`config.mk`:
```
export PLATFORM = sky130hd
export DESIGN_NAME = pe_stage_sequencer
export DESIGN_NICKNAME = d
export VERILOG_FILES = /design/src/rtl/pe_seq_pkg.sv /design/src/rtl/pe_seq_delay.sv /design/src/rtl/pe_stage_sequencer.sv
export SDC_FILE = /design/constraint.sdc
export NUM_CORES = 1
export LEC_CHECK = 0
export ABC_CLOCK_PERIOD_IN_PS = 4000
export CORE_MARGIN = 3
export CORE_UTILIZATION = 40
export CTS_BUF_LIST = sky130_fd_sc_hd__clkbuf_8
export CTS_CLUSTER_DIAMETER = 60
export DETAILED_ROUTE_END_ITERATION = 10
export SETUP_SLACK_MARGIN = 0.2
export SLEW_MARGIN = 20
export SYNTH_ARGS = -nofsm -noshare
export SYNTH_HDL_FRONTEND = slang
export SYNTH_SLANG_ARGS = --single-unit
```
`constraint.sdc`:
```
create_clock -name Clk -period 4 [get_ports Clk]
set_clock_uncertainty 0.1 [all_clocks]
set_input_delay 1.2 -clock Clk [delete_from_list [all_inputs] [get_ports Clk]]
set_output_delay 1.2 -clock Clk [all_outputs]
set_load 0.1 [all_outputs]
```
`src/rtl/pe_seq_pkg.sv`:
```
// rtl/pe_seq_pkg.sv - shared types, constants and twiddle helper for the FFT stage sequencer
package pe_seq_pkg;

    typedef enum logic [1:0] {
        IDLE  = 2'd0,
        RUN   = 2'd1,
        DRAIN = 2'd2,
        DONE  = 2'd3
    } seq_state_t;

    // Butterfly PE pipe depth: add/sub, twiddle multiply, output select.
    localparam int PE_LATENCY = 3;

    // Working width of the twiddle helper; callers slice the low aw bits.
    localparam int IDX_W = 16;

    // Twiddle index for group g in a given stage: (g << stage) mod 2**aw.
    function automatic logic [IDX_W-1:0] twiddle_index(
        input logic [IDX_W-1:0] g,
        input logic [2:0]       stage,
        input int               aw
    );
        logic [IDX_W-1:0] mask;
        mask = (IDX_W'(1) << aw) - IDX_W'(1);
        return (g << stage) & mask;
    endfunction

endpackage

```
`src/rtl/pe_seq_delay.sv`:
```
// rtl/pe_seq_delay.sv - resettable shift register carrying {valid,g,stage} alongside the PE pipe
//
// Ports:
//   Clk      clock, rising edge
//   Reset_n  asynchronous active-low reset, clears every entry
//   d        entry pushed in each cycle
//   taps     taps[k] is d delayed by k+1 cycles
module pe_seq_delay #(
    parameter int W     = 8,
    parameter int DEPTH = 4
) (
    input  logic                      Clk,
    input  logic                      Reset_n,
    input  logic [W-1:0]              d,
    output logic [DEPTH-1:0][W-1:0]   taps
);

    // Advances every cycle: the PE itself never stalls, so neither does its shadow.
    always_ff @(posedge Clk or negedge Reset_n) begin
        if (!Reset_n) begin
            taps <= '0;
        end else begin
            taps[0] <= d;
            for (int i = 1; i < DEPTH; i++) begin
                taps[i] <= taps[i-1];
            end
        end
    end

endmodule

```
`src/rtl/pe_stage_sequencer.sv`:
```
// rtl/pe_stage_sequencer.sv - sequences a 4-input butterfly PE over all stages of an in-place FFT
//
// Optional feature macro: PE_SEQ_PERF_EN (adds cycle_count / hold_count outputs).
//
// Ports:
//   Clk, Reset_n        clock (rising) and asynchronous active-low reset
//   start               begin transform, sampled only in IDLE
//   hold                suspend issue of new groups while in RUN
//   busy, done          busy from start acceptance until done; done is a one-cycle pulse
//   stage               current stage index
//   rd_en, rd_addr      data memory group read
//   tf_en, tf_addr      twiddle ROM read, one cycle after the data read
//   bypass_n            to PE, 0 selects un-multiplied outputs (last stage)
//   wr_en, wr_addr      write-back of PE results
//   cycle_count         (PE_SEQ_PERF_EN) busy cycles of the last transform
//   hold_count          (PE_SEQ_PERF_EN) RUN cycles spent with hold asserted
module pe_stage_sequencer
    import pe_seq_pkg::*;
#(
    parameter int N_LOG2     = 8,
    parameter int RD_LATENCY = 1,
    parameter int AW         = N_LOG2 - 2
) (
    input  logic          Clk,
    input  logic          Reset_n,
    input  logic          start,
    input  logic          hold,
    output logic          busy,
    output logic          done,
    output logic [2:0]    stage,
    output logic          rd_en,
    output logic [AW-1:0] rd_addr,
    output logic          tf_en,
    output logic [AW-1:0] tf_addr,
    output logic          bypass_n,
    output logic          wr_en,
    output logic [AW-1:0] wr_addr
`ifdef PE_SEQ_PERF_EN
    ,
    output logic [31:0]   cycle_count,
    output logic [31:0]   hold_count
`endif
);

    localparam int G       = 1 << AW;
    localparam int S       = N_LOG2 - 1;
    localparam int DEPTH   = RD_LATENCY + PE_LATENCY;
    localparam int DW      = 1 + AW + 3;
    localparam int CW      = $clog2(DEPTH + 1);
    localparam int BYP_TAP = RD_LATENCY + 1;
    localparam int WR_TAP  = DEPTH - 1;

    seq_state_t    state_q, state_d;
    logic [AW-1:0] g_q, g_d;
    logic [2:0]    stage_q, stage_d;
    logic [CW-1:0] cnt_q, cnt_d;

    logic [DEPTH-1:0][DW-1:0] taps;
    logic [DW-1:0]            line_in;
    logic [IDX_W-1:0]         tw;

    always_ff @(posedge Clk or negedge Reset_n) begin
        if (!Reset_n) begin
            state_q <= IDLE;
            g_q     <= '0;
            stage_q <= '0;
            cnt_q   <= '0;
        end else begin
            state_q <= state_d;
            g_q     <= g_d;
            stage_q <= stage_d;
            cnt_q   <= cnt_d;
        end
    end

    always_comb begin
        state_d = state_q;
        g_d     = g_q;
        stage_d = stage_q;
        cnt_d   = cnt_q;
        rd_en   = 1'b0;
        done    = 1'b0;
        case (state_q)
            IDLE: begin
                if (start) begin
                    state_d = RUN;
                    stage_d = '0;
                    g_d     = '0;
                end
            end
            RUN: begin
                if (!hold) begin
                    rd_en = 1'b1;
                    g_d   = g_q + AW'(1);
                    if (g_q == AW'(G - 1)) begin
                        state_d = DRAIN;
                        cnt_d   = '0;
                    end
                end
            end
            DRAIN: begin
                // Wait until the last issued group has been written back so the
                // next stage never reads a location still in flight.
                if (cnt_q == CW'(DEPTH - 1)) begin
                    cnt_d = '0;
                    g_d   = '0;
                    if (stage_q == 3'(S - 1)) begin
                        state_d = DONE;
                    end else begin
                        state_d = RUN;
                        stage_d = stage_q + 3'd1;
                    end
                end else begin
                    cnt_d = cnt_q + CW'(1);
                end
            end
            DONE: begin
                done    = 1'b1;
                state_d = IDLE;
            end
            default: state_d = IDLE;
        endcase
    end

    assign busy    = (state_q != IDLE);
    assign stage   = stage_q;
    assign rd_addr = rd_en ? g_q : '0;

    assign line_in = {rd_en, g_q, stage_q};

    pe_seq_delay #(
        .W     (DW),
        .DEPTH (DEPTH)
    ) u_delay (
        .Clk     (Clk),
        .Reset_n (Reset_n),
        .d       (line_in),
        .taps    (taps)
    );

    // Twiddle read follows the data read by one cycle so both arrive at the PE together.
    assign tf_en   = taps[0][DW-1];
    assign tw      = twiddle_index(IDX_W'(taps[0][3 +: AW]), taps[0][2:0], AW);
    assign tf_addr = tf_en ? tw[AW-1:0] : '0;

    assign bypass_n = taps[BYP_TAP][DW-1] & (taps[BYP_TAP][2:0] != 3'(S - 1));

    assign wr_en   = taps[WR_TAP][DW-1];
    assign wr_addr = wr_en ? taps[WR_TAP][3 +: AW] : '0;

    // Only a few fields of the delay line are tapped; fold the rest away.
    logic unused_bits;
    assign unused_bits = ^{taps, tw};

`ifdef PE_SEQ_PERF_EN
    always_ff @(posedge Clk or negedge Reset_n) begin
        if (!Reset_n) begin
            cycle_count <= '0;
            hold_count  <= '0;
        end else if (state_q == IDLE && start) begin
            cycle_count <= '0;
            hold_count  <= '0;
        end else begin
            // Stops counting once back in IDLE, which freezes the value after done.
            if (busy) begin
                cycle_count <= cycle_count + 32'd1;
            end
            if (state_q == RUN && hold) begin
                hold_count <= hold_count + 32'd1;
            end
        end
    end
`endif

endmodule

```
==> results.env, run 1 <==
SYN_NETS=166
GP_CONGESTION=0.802
DIE_AREA_UM2=5750
SYN_AREA_PER_CELL_UM2=12.3
YS.FLOP_TYPE='dfrtp_1'
ROWS=24
CELL_AREA_AFTER_LAYOUT_UM2=2490
SHARE_COMB_OF_TOTAL_POWER_PCT=32.6
TOTAL_NEG_SETUP_SLACK_PS=0
MAX_FREQ_MHz=271
NUMBER_OF_ANTENNA_VIOLATIONS_AT_THE_FIRST_CHECK_IN_GLOBAL_ROUTING=0
DIE_X_UM=75.8
DR.FIRST_ITER.DRC_COUNT=61
RELATIVE_CONTRIBUTION_OF_SEQUENTIAL_CELLS_TO_TOTAL_POWER_PCT=46.5
YOSYSWARNINGS=0
POST_DRT_WL_PER_CELL_UM=13.6
PIN_COUNT_OF_THE_BIGGEST_NET_ENTERING_GLOBAL_ROUTING=52
DRT-PASS1-ITER-COUNT=4
CORE_REGION_AREA_UM2=4530
POWER_DENSITY_nW_PER_UM2=587
SYNTH_EDF_COUNT=0
POST-ROUTE-DRC-COUNT=0
CTS_ROOT_BUFFER='clkbuf_8'
SETUP_VIOL=0
POSTSYNTHREGISTERBITS=51
PATH_CELLS='dlygate4sd2_1 > or3b_4 > clkinvlp_4 > and2_4 > buf_12'
CRITPATHMAXSTAGEDELAY_PS=430
POST_CTS_CLOCK_SLEW_AT_THE_LAUNCH_AND_CAPTURE_REGISTERS_OF_THE_WORST_SETUP_AND_HOLD_PATHS_PS=80
VIAS_IN_THE_FIRST_GLOBAL_ROUTE=1255
RELSLEWSLACK_PCT=58.9
TRITONCTS='done'
LAYOUT_WORST_PATH_CYCLE_SHARE_PCT=92.2
HALF_PERIMETER_WIRE_LENGTH_AFTER_PLACEMENT_UM=2470
P_SW_uW=556
SYNTH_AREA_LEADER_CELL='dfrtp_1'
START_KIND='primary input'
PWR-SHARE-CLK_PCT=21.0
HOLDCRITPATHCLASS='flip-flop to flip-flop'
DETAILED_PLACE.AREA_UM2=2360
POST-ROUTE-MIN-PERIOD_PS=3690
CP-END-KIND='primary output'
TOTAL_NETS_FINAL=202
POST_SYNTH_NUM_CELL_TYPES=39
POWER.SWITCHING_FRACTION_PCT=38.1
SYNTH.TOP_CELL.AREA_SHARE_PCT=65.4
OVERALL_TRACK_DEMAND_OVER_CAPACITY_IN_GLOBAL_ROUTING_PCT=13.7
CAP_VIOL_MAX_COUNT=0
ROUTE.VIAS.TOTAL=1265
WIRELENGTH_UM=3520
SYNTHTOPCELLSBYAREA='dfrtp_1 (65%), and2_1 (4.2%), nand2_1 (3.1%), ha_1 (2.6%), mux2i_1 (2.6%)'
YS_TOP_CELLS_BY_COUNT='dfrtp_1 (51), nand2_1 (16), and2_1 (13), nor2_1 (8), inv_1 (7)'
INITIAL_UTILIZATION_PCT=43.0
CP.BUFFERS_INVERTERS=3
CRIT_PATH_MAX_FANOUT=7
UTILIZATION_PCT=54.9
WIRE_LENGTH_OF_THE_FIRST_GLOBAL_ROUTING_PASS_UM=5750
H_TREE_LEVEL_COUNT=2
CP.REQUIRED_PS=2700
SYN_TO_FINAL_GROWTH_PCT=27.6
TIMING.FINAL.HOLD_VIOLATIONS=0
SYNTHCELLS=158
FILL_CELLS=394
NUMPORTBUFFERS=30
MAPPEDNETLISTAREA_UM2=1950
CTS-ROOT-TO-SINK-BUFFERS=2
ANTENNADIODECOUNT=0
STATIC_LEAKAGE_uW=0.00120
TIMING.CRITICAL_PATH.MAX_DELAY_FAMILY='simple AND/OR/NAND/NOR gates'
DETAIL_ROUTED_VIA_COUNT_PER_CELL=4.87
GRT_OVERFLOW=0
FP.DIEH_UM=75.8
FINAL_MAX_SLEW_VIOL_COUNT=0
OUTCOME='completed'
PIN_COUNT=31
MAX-VDD-IR-DROP_mV=0.273
NUMCLOCKSINKS=51
CLASS_OF_THE_MOST_CRITICAL_SETUP_PATH='primary input to primary output'
LAYOUT-DRIVE-GT1-SHARE_PCT=27.7
MAX_STAGE_DELAY_CELL_WORST_PATH='or3b_4'
SYNTH-SEQ-AREA-SHARE_PCT=65.4
DRTANTENNAVIOLNETS=0
CTS-BUFFERS-INSERTED=5
RSZ_0062_RAISED_AFTER_GLOBAL_ROUTING='no'
CLK_LATENCY_PS=290
POSTLAYOUTSETUPSLACKWORST_PS=312
INTERNAL_POWER_uW=905
SYNTHMOSTINSTANTIATEDCELL='dfrtp_1'
WORST_SLEW_PIN_SLEW_PS=617
PLACEMENT.SETUP.WORST_SLACK_PS=43.1
WORSTPATHARRIVAL_PS=2390
SYNTHARSTFLOPSHARE_PCT=100
[layout by cell type, fill, tap and decap left out, drive strengths merged, types with 2 or more instances in the layout]
cell type,instances
a211oi,2
a21oi,2
and2,13
and3,2
buf,32
clkbuf,7
dfrtp,51
ha,4
inv,7
mux2,2
mux2i,5
nand2,16
nand2b,4
nand3,5
nand4bb,2
nor2,8
o21ai,5
o22ai,2
or2,2
or3,2
or3b,2
or4,2
[flip-flops by register name, summed over array words and instances, names as in the netlist]
signal / count
stage: 3
u_delay.taps: 37
state_q: 2
cnt_q: 3
g_q: 6
[per-layer routing]
metal	part of all wire, %	GRT usage [%]
met1	44	16.2
met2	49	21.8
met3	5.4	5.01
met4	1.8	7.18
met5	0	0
[power by group through the flow]
stage,sequential (uW),combinational [uW],clock [uW]
after floorplan,690,338,0
after global placement,688,470,0
after detailed placement,692,473,0
after CTS,681,479,318
after global routing,694,501,338
final,679,476,306
[cell families (layout without fill, tap and decap cells)]
| family | after synthesis | in the layout | synth area share (%) |
|---|---|---|---|
| and+or+nand+nor | 64 | 64 | 18.5 |
| adders and majority gates | 4 | 4 | 2.57 |
| DFF | 51 | 51 | 65.4 |
| xor gates and xnor gates | 1 | 1 | 0.449 |
| buffers and inverters | 12 | 49 | 2.76 |
| AOI/OAI and AO/OA | 19 | 19 | 6.61 |
| muxes | 7 | 7 | 3.72 |
[final cells by class]
class,count,area [um^2],share of cell area [%]
flip-flops and latches,51,1280,51.3
multi-input cells,95,654,26.3
repair buffers,34,347,13.9
clock buffers,7,96.3,3.87
well taps,65,81.3,3.27
inverters,7,30.0,1.21
clock inverters,1,3.75,0.151
[per-stage QoR]
step | total power [uW] | instances | hold slack [ps]
floorplan | 1030 | 158 | 231
global placement | 1160 | 249 | 232
detailed placement | 1160 | 249 | 235
CTS | 1480 | 260 | 254
global route | 1530 | 260 | 260
finish | 1460 | 260 | 253
[final timing paths]
check | startpoint | cells after the start | endpoint | slack (ps)
min reg2reg | u_delay.taps[26]$_DFF_PN0_ | 0 | u_delay.taps[36]$_DFF_PN0_ | 250
min in group asynchronous | Reset_n | 1 | u_delay.taps[20]$_DFF_PN0_ | 820
max in group asynchronous | Reset_n | 1 | u_delay.taps[16]$_DFF_PN0_ | 2570
max reg2reg | state_q[1]$_DFFE_PN0P_ | 4 | cnt_q[2]$_DFFE_PN0P_ | 2080
min | u_delay.taps[26]$_DFF_PN0_ | 0 | u_delay.taps[36]$_DFF_PN0_ | 250
max | hold | 5 | rd_addr[5] | 310
[timing repair]
item	in CTS	in global routing
resized for setup	2	0
hold buffers	0	0
setup buffers	3	0
endpoints found under the setup margin	5	0
(Power assumes the default switching activity.)
==> inputs of run 2 (changes only) <==
CORE_UTILIZATION = 59   (was 40)
PLACE_DENSITY = 0.87   (was default)
==> run 2 against run 1 <==
Effect of this change: register-to-register slack lost 120 ps; final area decreased by 0.35%; clock power increased by 17%; setup slack improved by 8.9 ps; hold slack got worse by 0.54 ps; critical path depth unchanged.
==> results.env, run 2 (synthesis results as in run 1) <==
FINAL_MAX_SLEW_VIOL_COUNT=0  # unchanged
RR_ENDPOINT='cnt_q[2]$_DFFE_PN0P_'
H_TREE_LEVEL_COUNT=2  # unchanged
MAX_FREQ_MHz=272  # +0.24%
OUTCOME='completed'
HOLDCRITPATHCLASS='flip-flop to flip-flop'
HALF_PERIMETER_WIRE_LENGTH_AFTER_PLACEMENT_UM=2630  # +6.5%
CLK_LATENCY_PS=300  # about the same
DETAIL_ROUTED_VIA_COUNT_PER_CELL=5.53  # +14%
GP_CONGESTION=0.774  # -3.5%
PWR-SHARE-CLK_PCT=23.4  # +2.4 points
DIE_X_UM=63.5  # -16%
TIMING.FINAL.HOLD_VIOLATIONS=0  # unchanged
CTS-BUFFERS-INSERTED=5  # unchanged
TOTAL_NEG_SETUP_SLACK_PS=0  # unchanged
PIN_COUNT=31  # unchanged
LAYOUT.CELLS.NON_FILLER=239  # -8.1%
CLASS_OF_THE_MOST_CRITICAL_SETUP_PATH='primary input to primary output'
STATIC_LEAKAGE_uW=0.00120  # +0.43%
MAX-VDD-IR-DROP_mV=0.388  # +42%
CAP_VIOL_MAX_COUNT=0  # unchanged
TOTAL_NETS_FINAL=202  # unchanged
CORE_REGION_AREA_UM2=3100  # -32%
FP.DIEH_UM=63.5  # -16%
LAYOUT-DRIVE-GT1-SHARE_PCT=28.2  # +0.51 points
POST-ROUTE-DRC-COUNT=0  # unchanged
WORSTPATHARRIVAL_PS=2380  # about the same
P_SW_uW=569  # +2.3%
NUMBER_OF_ANTENNA_VIOLATIONS_AT_THE_FIRST_CHECK_IN_GLOBAL_ROUTING=0  # unchanged
SETUP_VIOL=0  # unchanged
CP-END-KIND='primary output'
TIMING.REG2REG.WORST_PATH_DEPTH=5  # +1
DR.FIRST_ITER.DRC_COUNT=30  # -51%
WIRE_LENGTH_OF_THE_FIRST_GLOBAL_ROUTING_PASS_UM=6580  # +15%
LARGEST_REGISTER_FFS=37  # unchanged
DIE_AREA_UM2=4030  # -30%
MOST-COMMON-LAYOUT-CELLS='dfrtp_1 (51), buf_4 (25), nand2_1 (16)'
POST-ROUTE-MIN-PERIOD_PS=3680  # -8.92 ps
POST-LAYOUT-TOTAL-POWER_uW=1520  # +4.1%
INTERNAL_POWER_uW=952  # +5.2%
POST-PLACE-CELLS=229  # -8.0%
CTS-ROOT-TO-SINK-BUFFERS=2  # unchanged
ANTENNADIODECOUNT=0  # unchanged
NUMCLOCKSINKS=51  # unchanged
RELSLEWSLACK_PCT=58.5  # -0.38 points
GRT_OVERFLOW=0  # unchanged
START_KIND='primary input'
WORST_SETUP_PATH_ENDPOINT='rd_addr[4]'
LAYOUT_WORST_PATH_CYCLE_SHARE_PCT=92.0  # -0.22 points
POWER_DENSITY_nW_PER_UM2=613  # +4.5%
REGTOREGSTARTPOINT='state_q[1]$_DFFE_PN0P_'
WORST_SLEW_PIN_SLEW_PS=614  # -2.72 ps
POST_CTS_CLOCK_SLEW_AT_THE_LAUNCH_AND_CAPTURE_REGISTERS_OF_THE_WORST_SETUP_AND_HOLD_PATHS_PS=80  # about the same
ROUTE.VIAS.TOTAL=1321  # +4.4%
POWER.SWITCHING_FRACTION_PCT=37.4  # -0.66 points
RSZ_0062_RAISED_AFTER_GLOBAL_ROUTING='no'
SYN_TO_FINAL_GROWTH_PCT=27.1
OVERALL_TRACK_DEMAND_OVER_CAPACITY_IN_GLOBAL_ROUTING_PCT=21.5  # +7.9 points
LAYOUT_TOP_REGISTERS='u_delay.taps: 37 flops, g_q: 6 flops'
NUMPORTBUFFERS=30  # unchanged
LARGEST_REGISTER='u_delay.taps'
ROWS=20  # -17%
POST_DRT_WL_PER_CELL_UM=15.8  # +16%
TIMING.REG2REG.SETUP_SLACK_PS=1960  # -120 ps
INITIAL_UTILIZATION_PCT=62.9  # +20 points
TRITONCTS='done'
CRIT_PATH_MAX_FANOUT=7  # unchanged
RELATIVE_CONTRIBUTION_OF_SEQUENTIAL_CELLS_TO_TOTAL_POWER_PCT=44.9  # -1.6 points
CTS_ROOT_BUFFER='clkbuf_8'
SHARE_COMB_OF_TOTAL_POWER_PCT=31.7  # -0.9 points
VIAS_IN_THE_FIRST_GLOBAL_ROUTE=1385  # +10%
PIN_COUNT_OF_THE_BIGGEST_NET_ENTERING_GLOBAL_ROUTING=52  # unchanged
DRTANTENNAVIOLNETS=0  # unchanged
WIRELENGTH_UM=3770  # +6.9%
CRIT_START='hold'
FINAL_COMMON_CELL='dfrtp_1'
DRT-PASS1-ITER-COUNT=4  # unchanged
CP.REQUIRED_PS=2700  # about the same
==> run 2: changes by cell type in the layout (fill, tap and decap cells not counted) <==
cell       before  now
bufinv_16       0    1
clkbuf_8        7    6
clkinv_2        0    1
inv_1           7    6
==> run 2: metrics by stage <==
stage | util, % | hold slack (ps) | area (um^2) | setup slack [ps]
floorplan | - | 231 | 1990 | 68.4
global placement | 75.5 | 232 | 2340 | 83.3
detailed placement | 75.5 | 235 | 2340 | 55.5
CTS | 79.8 | 254 | 2480 | 321
global route | 79.9 | 261 | 2480 | 277
finish | 79.9 | 252 | 2480 | 321
==> run 2: layout make-up <==
| type | instances | area (um^2) |
|---|---|---|
| Tap cell | 44 | 55.1 |
| Fill cell | 196 | 623 |
| Sequential cell | 51 | 1280 |
| Clock inverter | 2 | 35.0 |
| Inverter | 7 | 30.0 |
| Multi-Input combinational cell | 95 | 654 |
| Clock buffer | 6 | 82.6 |
| Timing Repair Buffer | 34 | 347 |
==> run 2: worst min-delay path by stage <==
| stage | from | endpoint | slack [ps] | depth (start not counted) |
|---|---|---|---|---|
| after floorplan | u_delay.taps[10]$_DFF_PN0_ | u_delay.taps[20]$_DFF_PN0_ | 230 | 0 |
| after global placement | u_delay.taps[28]$_DFF_PN0_ | u_delay.taps[38]$_DFF_PN0_ | 230 | 0 |
| after CTS | u_delay.taps[14]$_DFF_PN0_ | u_delay.taps[24]$_DFF_PN0_ | 250 | 0 |
| after detailed placement | u_delay.taps[10]$_DFF_PN0_ | u_delay.taps[20]$_DFF_PN0_ | 230 | 0 |
| final | u_delay.taps[14]$_DFF_PN0_ | u_delay.taps[24]$_DFF_PN0_ | 250 | 0 |
| after global routing | u_delay.taps[23]$_DFF_PN0_ | u_delay.taps[33]$_DFF_PN0_ | 260 | 0 |
==> run 2: timing repair <==
item | CTS | global route
hold buffers | 0 | 0
resized for setup | 2 | 0
endpoints found under the setup margin | 5 | 0
setup buffers | 2 | 0
==> run 2: critical path, stage by stage <==
cell           delay [ps]
dlygate4sd2_1         270
or3b_4                430
clkinvlp_4            140
and2_4                170
buf_12                170
==> run 2: power groups by stage <==
stage                     registers, uW  logic [uW]  clock network [uW]
after detailed placement            693         480                   0
after global routing                698         506                 386
after global placement              683         468                   0
final                               683         482                 357
after floorplan                     690         338                   0
after CTS                           682         485                 364
==> run 2: metal layers <==
metal  track usage, %  up-vias  wire [um]
li1                 -      609          -
met4             11.3        0        103
met2             35.7       46       2020
met1             24.7      657       1430
met5                0        -          0
met3             7.13        9        219
